File: src/rtl/rmap_pkg.sv
// rmap_pkg: shared state encoding, packet-delimiter byte codes and the
// end-of-packet test used by the RMAP FIFO write arbiter.
`default_nettype none

package rmap_pkg;

    typedef enum logic [1:0] {
        ST_IDLE  = 2'd0,
        ST_GRANT = 2'd1,
        ST_ABORT = 2'd2
    } state_t;

    localparam logic [7:0] C_EOP_BYTE = 8'h00;
    localparam logic [7:0] C_EEP_BYTE = 8'h01;

    function automatic logic is_eop(input logic ctrl, input logic [7:0] low_byte);
        return ctrl && ((low_byte == C_EOP_BYTE) || (low_byte == C_EEP_BYTE));
    endfunction

endpackage

`default_nettype wire

File: src/rtl/rmap_fifo_wr_arbiter.sv
// rmap_fifo_wr_arbiter: packet-atomic round-robin arbiter of two requesters onto
// one FIFO write port. Define RMAP_ARB_TIMEOUT_EN to add the stall watchdog / EEP abort.
`default_nettype none

module rmap_fifo_wr_arbiter
    import rmap_pkg::*;
#(
    parameter int DATA_WIDTH     = 9,
    parameter int TIMEOUT_CYCLES = 1024
) (
    input  logic                  clk,
    input  logic                  rst,
    input  logic [DATA_WIDTH-1:0] req0_data,
    input  logic                  req0_valid,
    output logic                  req0_ready,
    input  logic [DATA_WIDTH-1:0] req1_data,
    input  logic                  req1_valid,
    output logic                  req1_ready,
    output logic [DATA_WIDTH-1:0] fifo_data,
    output logic                  fifo_wr,
    input  logic                  fifo_full,
    output logic [1:0]            grant,
    output logic                  timeout_evt
);

    state_t                r_state;
    state_t                w_state_nxt;
    logic [1:0]            r_grant;
    logic [1:0]            w_grant_nxt;
    logic                  r_last;
    logic                  w_last_nxt;
    logic                  w_sel;
    logic                  w_gvalid;
    logic [DATA_WIDTH-1:0] w_gdata;
    logic                  w_xfer;
    logic                  w_end;

    // r_last / w_sel: 0 = requester 0, 1 = requester 1
    assign w_sel    = r_grant[1];
    assign w_gvalid = w_sel ? req1_valid : req0_valid;
    assign w_gdata  = w_sel ? req1_data  : req0_data;
    assign w_xfer   = (r_state == ST_GRANT) && w_gvalid && !fifo_full;
    assign w_end    = w_xfer && is_eop(w_gdata[DATA_WIDTH-1], w_gdata[7:0]);
    assign grant    = r_grant;

`ifdef RMAP_ARB_TIMEOUT_EN
    localparam int CW = (TIMEOUT_CYCLES > 1) ? $clog2(TIMEOUT_CYCLES) : 1;
    localparam logic [CW-1:0] C_WD_LIMIT = CW'(TIMEOUT_CYCLES - 1);
    localparam logic [DATA_WIDTH-1:0] C_EEP_WORD =
        (DATA_WIDTH'(1) << (DATA_WIDTH - 1)) | DATA_WIDTH'(C_EEP_BYTE);

    logic [CW-1:0] r_wd_cnt;
    logic [CW-1:0] w_wd_cnt_nxt;
    logic          w_wd_expired;

    assign w_wd_expired = (r_state == ST_GRANT) && !w_gvalid && (r_wd_cnt == C_WD_LIMIT);
`endif

    always_ff @(posedge clk or posedge rst) begin
        if (rst) begin
            r_state  <= ST_IDLE;
            r_grant  <= 2'b00;
            r_last   <= 1'b1;
`ifdef RMAP_ARB_TIMEOUT_EN
            r_wd_cnt <= '0;
`endif
        end else begin
            r_state  <= w_state_nxt;
            r_grant  <= w_grant_nxt;
            r_last   <= w_last_nxt;
`ifdef RMAP_ARB_TIMEOUT_EN
            r_wd_cnt <= w_wd_cnt_nxt;
`endif
        end
    end

    always_comb begin
        w_state_nxt  = r_state;
        w_grant_nxt  = r_grant;
        w_last_nxt   = r_last;
`ifdef RMAP_ARB_TIMEOUT_EN
        w_wd_cnt_nxt = r_wd_cnt;
`endif
        case (r_state)
            ST_IDLE: begin
                if (req0_valid || req1_valid) begin
                    w_state_nxt = ST_GRANT;
                    if (req0_valid && req1_valid)
                        w_grant_nxt = r_last ? 2'b01 : 2'b10;
                    else
                        w_grant_nxt = req0_valid ? 2'b01 : 2'b10;
                end
            end
            ST_GRANT: begin
                if (w_end) begin
                    w_state_nxt = ST_IDLE;
                    w_grant_nxt = 2'b00;
                    w_last_nxt  = w_sel;
                end
`ifdef RMAP_ARB_TIMEOUT_EN
                // a full-stalled but valid owner is not idle, so the count holds
                if (w_xfer) begin
                    w_wd_cnt_nxt = '0;
                end else if (!w_gvalid) begin
                    if (w_wd_expired)
                        w_state_nxt = ST_ABORT;
                    else
                        w_wd_cnt_nxt = r_wd_cnt + 1'b1;
                end
`endif
            end
`ifdef RMAP_ARB_TIMEOUT_EN
            ST_ABORT: begin
                if (!fifo_full) begin
                    w_state_nxt  = ST_IDLE;
                    w_grant_nxt  = 2'b00;
                    w_last_nxt   = w_sel;
                    w_wd_cnt_nxt = '0;
                end
            end
`endif
            default: begin
                w_state_nxt = ST_IDLE;
                w_grant_nxt = 2'b00;
            end
        endcase
    end

    always_comb begin
        fifo_data   = '0;
        fifo_wr     = 1'b0;
        req0_ready  = 1'b0;
        req1_ready  = 1'b0;
        timeout_evt = 1'b0;
        case (r_state)
            ST_GRANT: begin
                fifo_data  = w_gdata;
                fifo_wr    = w_xfer;
                req0_ready = w_xfer && !w_sel;
                req1_ready = w_xfer && w_sel;
            end
`ifdef RMAP_ARB_TIMEOUT_EN
            ST_ABORT: begin
                fifo_data   = C_EEP_WORD;
                fifo_wr     = !fifo_full;
                timeout_evt = !fifo_full;
            end
`endif
            default: begin
                fifo_wr = 1'b0;
            end
        endcase
    end

endmodule

`default_nettype wire

File: config.mk
export PLATFORM = sky130hd
export DESIGN_NAME = rmap_fifo_wr_arbiter
export DESIGN_NICKNAME = d
export VERILOG_FILES = /design/src/rtl/rmap_pkg.sv /design/src/rtl/rmap_fifo_wr_arbiter.sv
export SDC_FILE = /design/constraint.sdc
export NUM_CORES = 1
export LEC_CHECK = 0
export BUFFER_PORTS_ARGS = -buffer_cell sky130_fd_sc_hd__buf_2
export CAP_MARGIN = 20
export CORE_AREA = 5 5 42 44
export CTS_BUF_LIST = sky130_fd_sc_hd__clkbuf_8 sky130_fd_sc_hd__clkbuf_16
export DETAILED_ROUTE_END_ITERATION = 12
export DIE_AREA = 0 0 47 49
export MAX_ROUTING_LAYER = met4
export PLACE_DENSITY = 0.75
export SLEW_MARGIN = 25
export SYNTH_ARGS = -nofsm -noshare
export SYNTH_HDL_FRONTEND = slang
export SYNTH_SLANG_ARGS = --single-unit
File: constraint.sdc
create_clock -name clk -period 1.5 [get_ports clk]
set_input_delay 0.3 -clock clk [delete_from_list [all_inputs] [get_ports clk]]
set_output_delay 0.3 -clock clk [all_outputs]
set_load 0.1 [all_outputs]
==> results by stage <==
Worst setup path:
- The type of the worst setup path is reg2out.
- On the critical path, the stage with the largest delay is an instance of sky130_fd_sc_hd__dfrtp_4.
- The critical path arrival is 1.57 ns.
- STA puts the critical path data required time at 1.20 ns.
- The number of buffers and inverters on the critical path is 2.
- The worst setup path is captured at a primary output.
- On the critical path the largest part of the delay comes from flip-flops.
- Walking the worst path, the cells encountered are mux2_4 > nand3b_1 > buf_6 > nor2_4 > buf_12.
- The highest cell delay on the worst timing path is 0.49 ns.
- The maximum fanout encountered on the critical timing path is 3.
- The worst setup path is launched from a flop.

Floorplan:
- From left edge to right edge, the die measures 47 um.
- The area inside the core boundary is 1401 um2.
- The die footprint is 2303 um2.
- Row generation in the floorplan step produced 14 rows.
- Once the floorplan was initialized, standard cells occupied between 30% and 40% of the core.
- The die is 49 um tall.
- During I/O placement, the number of pins put on the boundary was 38.

Cells and area:
- The final instance count without filler cells is 130.
- The post-route netlist has 82.46% of its cells at a drive strength greater than 1.
- The number of filler cells placed in the layout is 45.
- The storage element area is 105.1 um2.
- The multi-input combinational cells in the finished layout cover a total of 545.5 um2.
- The area growth from synthesis to layout is 166.6%.
- For this run, the share of the core covered by cells in the final layout is 93.30%.
- Once layout is done, the placed cells without fillers occupy between 1000 and 1500 um2.
- The post-layout net count is 138.
- The number of antenna diodes is 0.
- The most common cell after layout, fill and taps aside is sky130_fd_sc_hd__buf_2.
- The library cells used most frequently in the layout, excluding fill and tap cells, are sky130_fd_sc_hd__buf_2 (23), sky130_fd_sc_hd__buf_12 (13), sky130_fd_sc_hd__buf_4 (10), sky130_fd_sc_hd__nor2b_4 (8), sky130_fd_sc_hd__buf_6 (7).

GRT:
- The aggregate global routing overflow is 0.
- The initial antenna violation count is 0.
- The global-route wire length before repair is 3.774 mm.
- The via count of the first global-routing pass is 754.
- Across every metal layer, demand over resource in global routing totals 23.56%.
- The pin count of the biggest net entering global routing is 10.

Job:
- The number of max-cap violations is 0.

Yosys:
- Each instance of the synthesized netlist takes up on average 8.456 um2.
- In this run the cell area of the synthesized design comes to 490.5 um2.
- Of the post-synthesis cell area, the dominant cell type holds 16.33%.
- The Yosys warning count is 0.
- In this run, distinct cell masters in the synthesized netlist total 25.
- The share of async-settable or async-resettable flops after synthesis is 100.0%.
- Ranked by total cell area, the synthesized netlist is headed by sky130_fd_sc_hd__mux2i_1 (16%), sky130_fd_sc_hd__dfrtp_1 (15%), sky130_fd_sc_hd__nor2b_1 (11%).
- The prevailing post-synth register cell is sky130_fd_sc_hd__dfrtp_1.
- Sequential elements use about a fifth of the synthesized area.
- The number of enable-type register cells in the synthesized netlist is 0.
- Of all cell types, the one taking the most synthesized area is sky130_fd_sc_hd__mux2i_1.
- Counting every instance in the synthesized netlist gives 58.
- The number of register bits inferred by synthesis is 4.
- Synthesis produced a netlist with a net count of 81.

Placed design:
- The placed instances occupy a cell area of ~1000 um2.
- The half-perimeter wire length of the detailed placement result is about 1.4 mm.
- Port buffering added 36 buffers.
- The placed instance count is around 110.
- The pre-CTS setup slack is -0.1324 ns.
- Routability-driven placement finished with a final weighted congestion of 0.7155.

Routing:
- Once detail routing completed, the nets flagged for antenna violations numbered 0.
- The detailed router finished its first iteration with 9 violations.
- The routed wirelength normalized by instance count is 21.56 um.
- For this block, the routed nets add up to 2.803 mm of wire.
- The first detailed-routing pass took 4 iterations.
- For this run, design rule violations remaining after detail routing come to 0.
- The total via count after detailed routing is a little under 700.
- After detailed routing, the number of vias per cell comes to 5.315.

Clocking:
- TritonCTS built the clock tree.
- TritonCTS created 3 clock buffers.
- The clock slew seen by the registers of the worst setup and hold paths is approximately 0.04 ns.
- CTS built an H-tree with a depth of 1.
- The insertion delay to the later sink of the worst-skew pair is 0.23 ns.
- The number of sinks handled by clock tree synthesis is 4.
- The number of buffers between clock root and the deepest sink is 2.
- The root cell of the clock tree is sky130_fd_sc_hd__clkbuf_8.

STA:
- The final setup slack of the worst path is -0.3654 ns.
- Setup repair after global routing could not meet its margin everywhere.
- The final setup violation count is 17.
- On the final layout, the worst clock skew is 0.005249 ns.
- After layout, the worst path uses 124.4% of the clock period.
- The post-route minimum period is 1.865 ns.
- The count of final max-slew check failures came to 0.
- The upper clock frequency limit is 0.5361 GHz.
- The number of endpoints with negative hold slack in the final report was 0.

Status:
- The flow ran to the end, but the final reports show violations.
- The checks that failed: negative setup slack.

Pwr:
- The leakage power figure is 0.6227 nW.
- The total power after layout is ~1.2 mW.
- The worst vdd rail ir drop is 0.9024 mV.
- In this run the power density over the cells is 904.1 nW/um2.

Min path:
- In this run the worst hold path is classified as in2reg.
==> kinds of logic after synthesis <==
kind of cell    share of synthesized area (%)
compound gates                          9.693
buf+inv                                 8.671
flops                                   20.66
mux                                     22.45
other cells                            0.7646
simple gates                            37.75
==> worst register-to-register path: stages (launching register included) <==
cell                       delay (ns)
sky130_fd_sc_hd__dfrtp_4         0.49
sky130_fd_sc_hd__buf_8           0.15
sky130_fd_sc_hd__buf_6           0.12
sky130_fd_sc_hd__buf_6           0.11
sky130_fd_sc_hd__nor4_4          0.16
sky130_fd_sc_hd__a21oi_2         0.11
sky130_fd_sc_hd__buf_4           0.16
sky130_fd_sc_hd__nor3_4          0.13
sky130_fd_sc_hd__nand2b_4        0.15
==> layer usage <==
layer / part of all wire [%] / vias to the layer above / global-route usage [%]
met5: 0 / - / -
met4: 2.5 / 0 / 8.756
li1: - / 308 / -
met3: 4.4 / 7 / 3.690
met2: 54 / 35 / 38.69
met1: 39 / 341 / 27.87
==> timing repair <==
item	4_1_cts	5_1_grt
setup endpoints to repair	16	17
hold buffers	1	0
resized for setup	17	20
endpoints found under the hold margin	3	0
buffers inserted	9	5
pin swaps	8	0
==> registers in the layout, summed over array words and instances (netlist names) <==
| name | cells |
|---|---|
| grant | 2 |
| r_last | 1 |
| r_state | 1 |
==> cell type report <==
type                    instances  share of cell area, %
repair buffers                 56                  43.54
multi-input cells              46                  41.72
flip-flops and latches          4                  8.038
clock buffers                   3                  3.158
inverters                       4                  1.722
well taps                      16                  1.531
clock inverters                 1                 0.2871
==> where the power goes <==
part / internal (mW) / leakage (nW) / switching [mW]
logic: 0.322 / 0.553 / 0.481
clock network: 0.176 / 0.0269 / 0.0776
registers: 0.119 / 0.0426 / 0.00709
==> cells in the mapped netlist (2+ instances only) <==
| master | instances |
|---|---|
| sky130_fd_sc_hd__a211oi_2 | 2 |
| sky130_fd_sc_hd__mux2_4 | 2 |
| sky130_fd_sc_hd__inv_1 | 4 |
| sky130_fd_sc_hd__mux2i_1 | 8 |
| sky130_fd_sc_hd__dfrtp_1 | 3 |
| sky130_fd_sc_hd__nor3_1 | 3 |
| sky130_fd_sc_hd__nand2_1 | 4 |
| sky130_fd_sc_hd__nor2_1 | 6 |
| sky130_fd_sc_hd__o21ai_0 | 2 |
| sky130_fd_sc_hd__nor2b_1 | 9 |
==> path summary, 6_finish.rpt <==
path | startpoint | endpoint | slack [ns] | cells after the start
max in group asynchronous | rst | r_last | 0.76 | 3
min reg2reg | r_last | r_last | 0.51 | 2
min in group asynchronous | rst | grant[1] | 0.51 | 3
min | req0_valid | r_state[0] | 0.48 | 4
max reg2reg | grant[1] | r_last | -0.15 | 8
max | grant[1] | req0_ready | -0.37 | 5
==> per-stage QoR <==
| stage | hold slack (ns) | setup TNS, ns |
|---|---|---|
| 2_1_floorplan | 0.06538 | -5.613 |
| 3_3_place_gp | 0.1856 | -0.3412 |
| 3_5_place_dp | 0.1941 | -0.5359 |
| 4_1_cts | 0.4332 | -3.291 |
| 5_1_grt | 0.4885 | -5.108 |
| 6_report | 0.4790 | -4.465 |
Note: power is estimated with default switching activity, not from simulation.
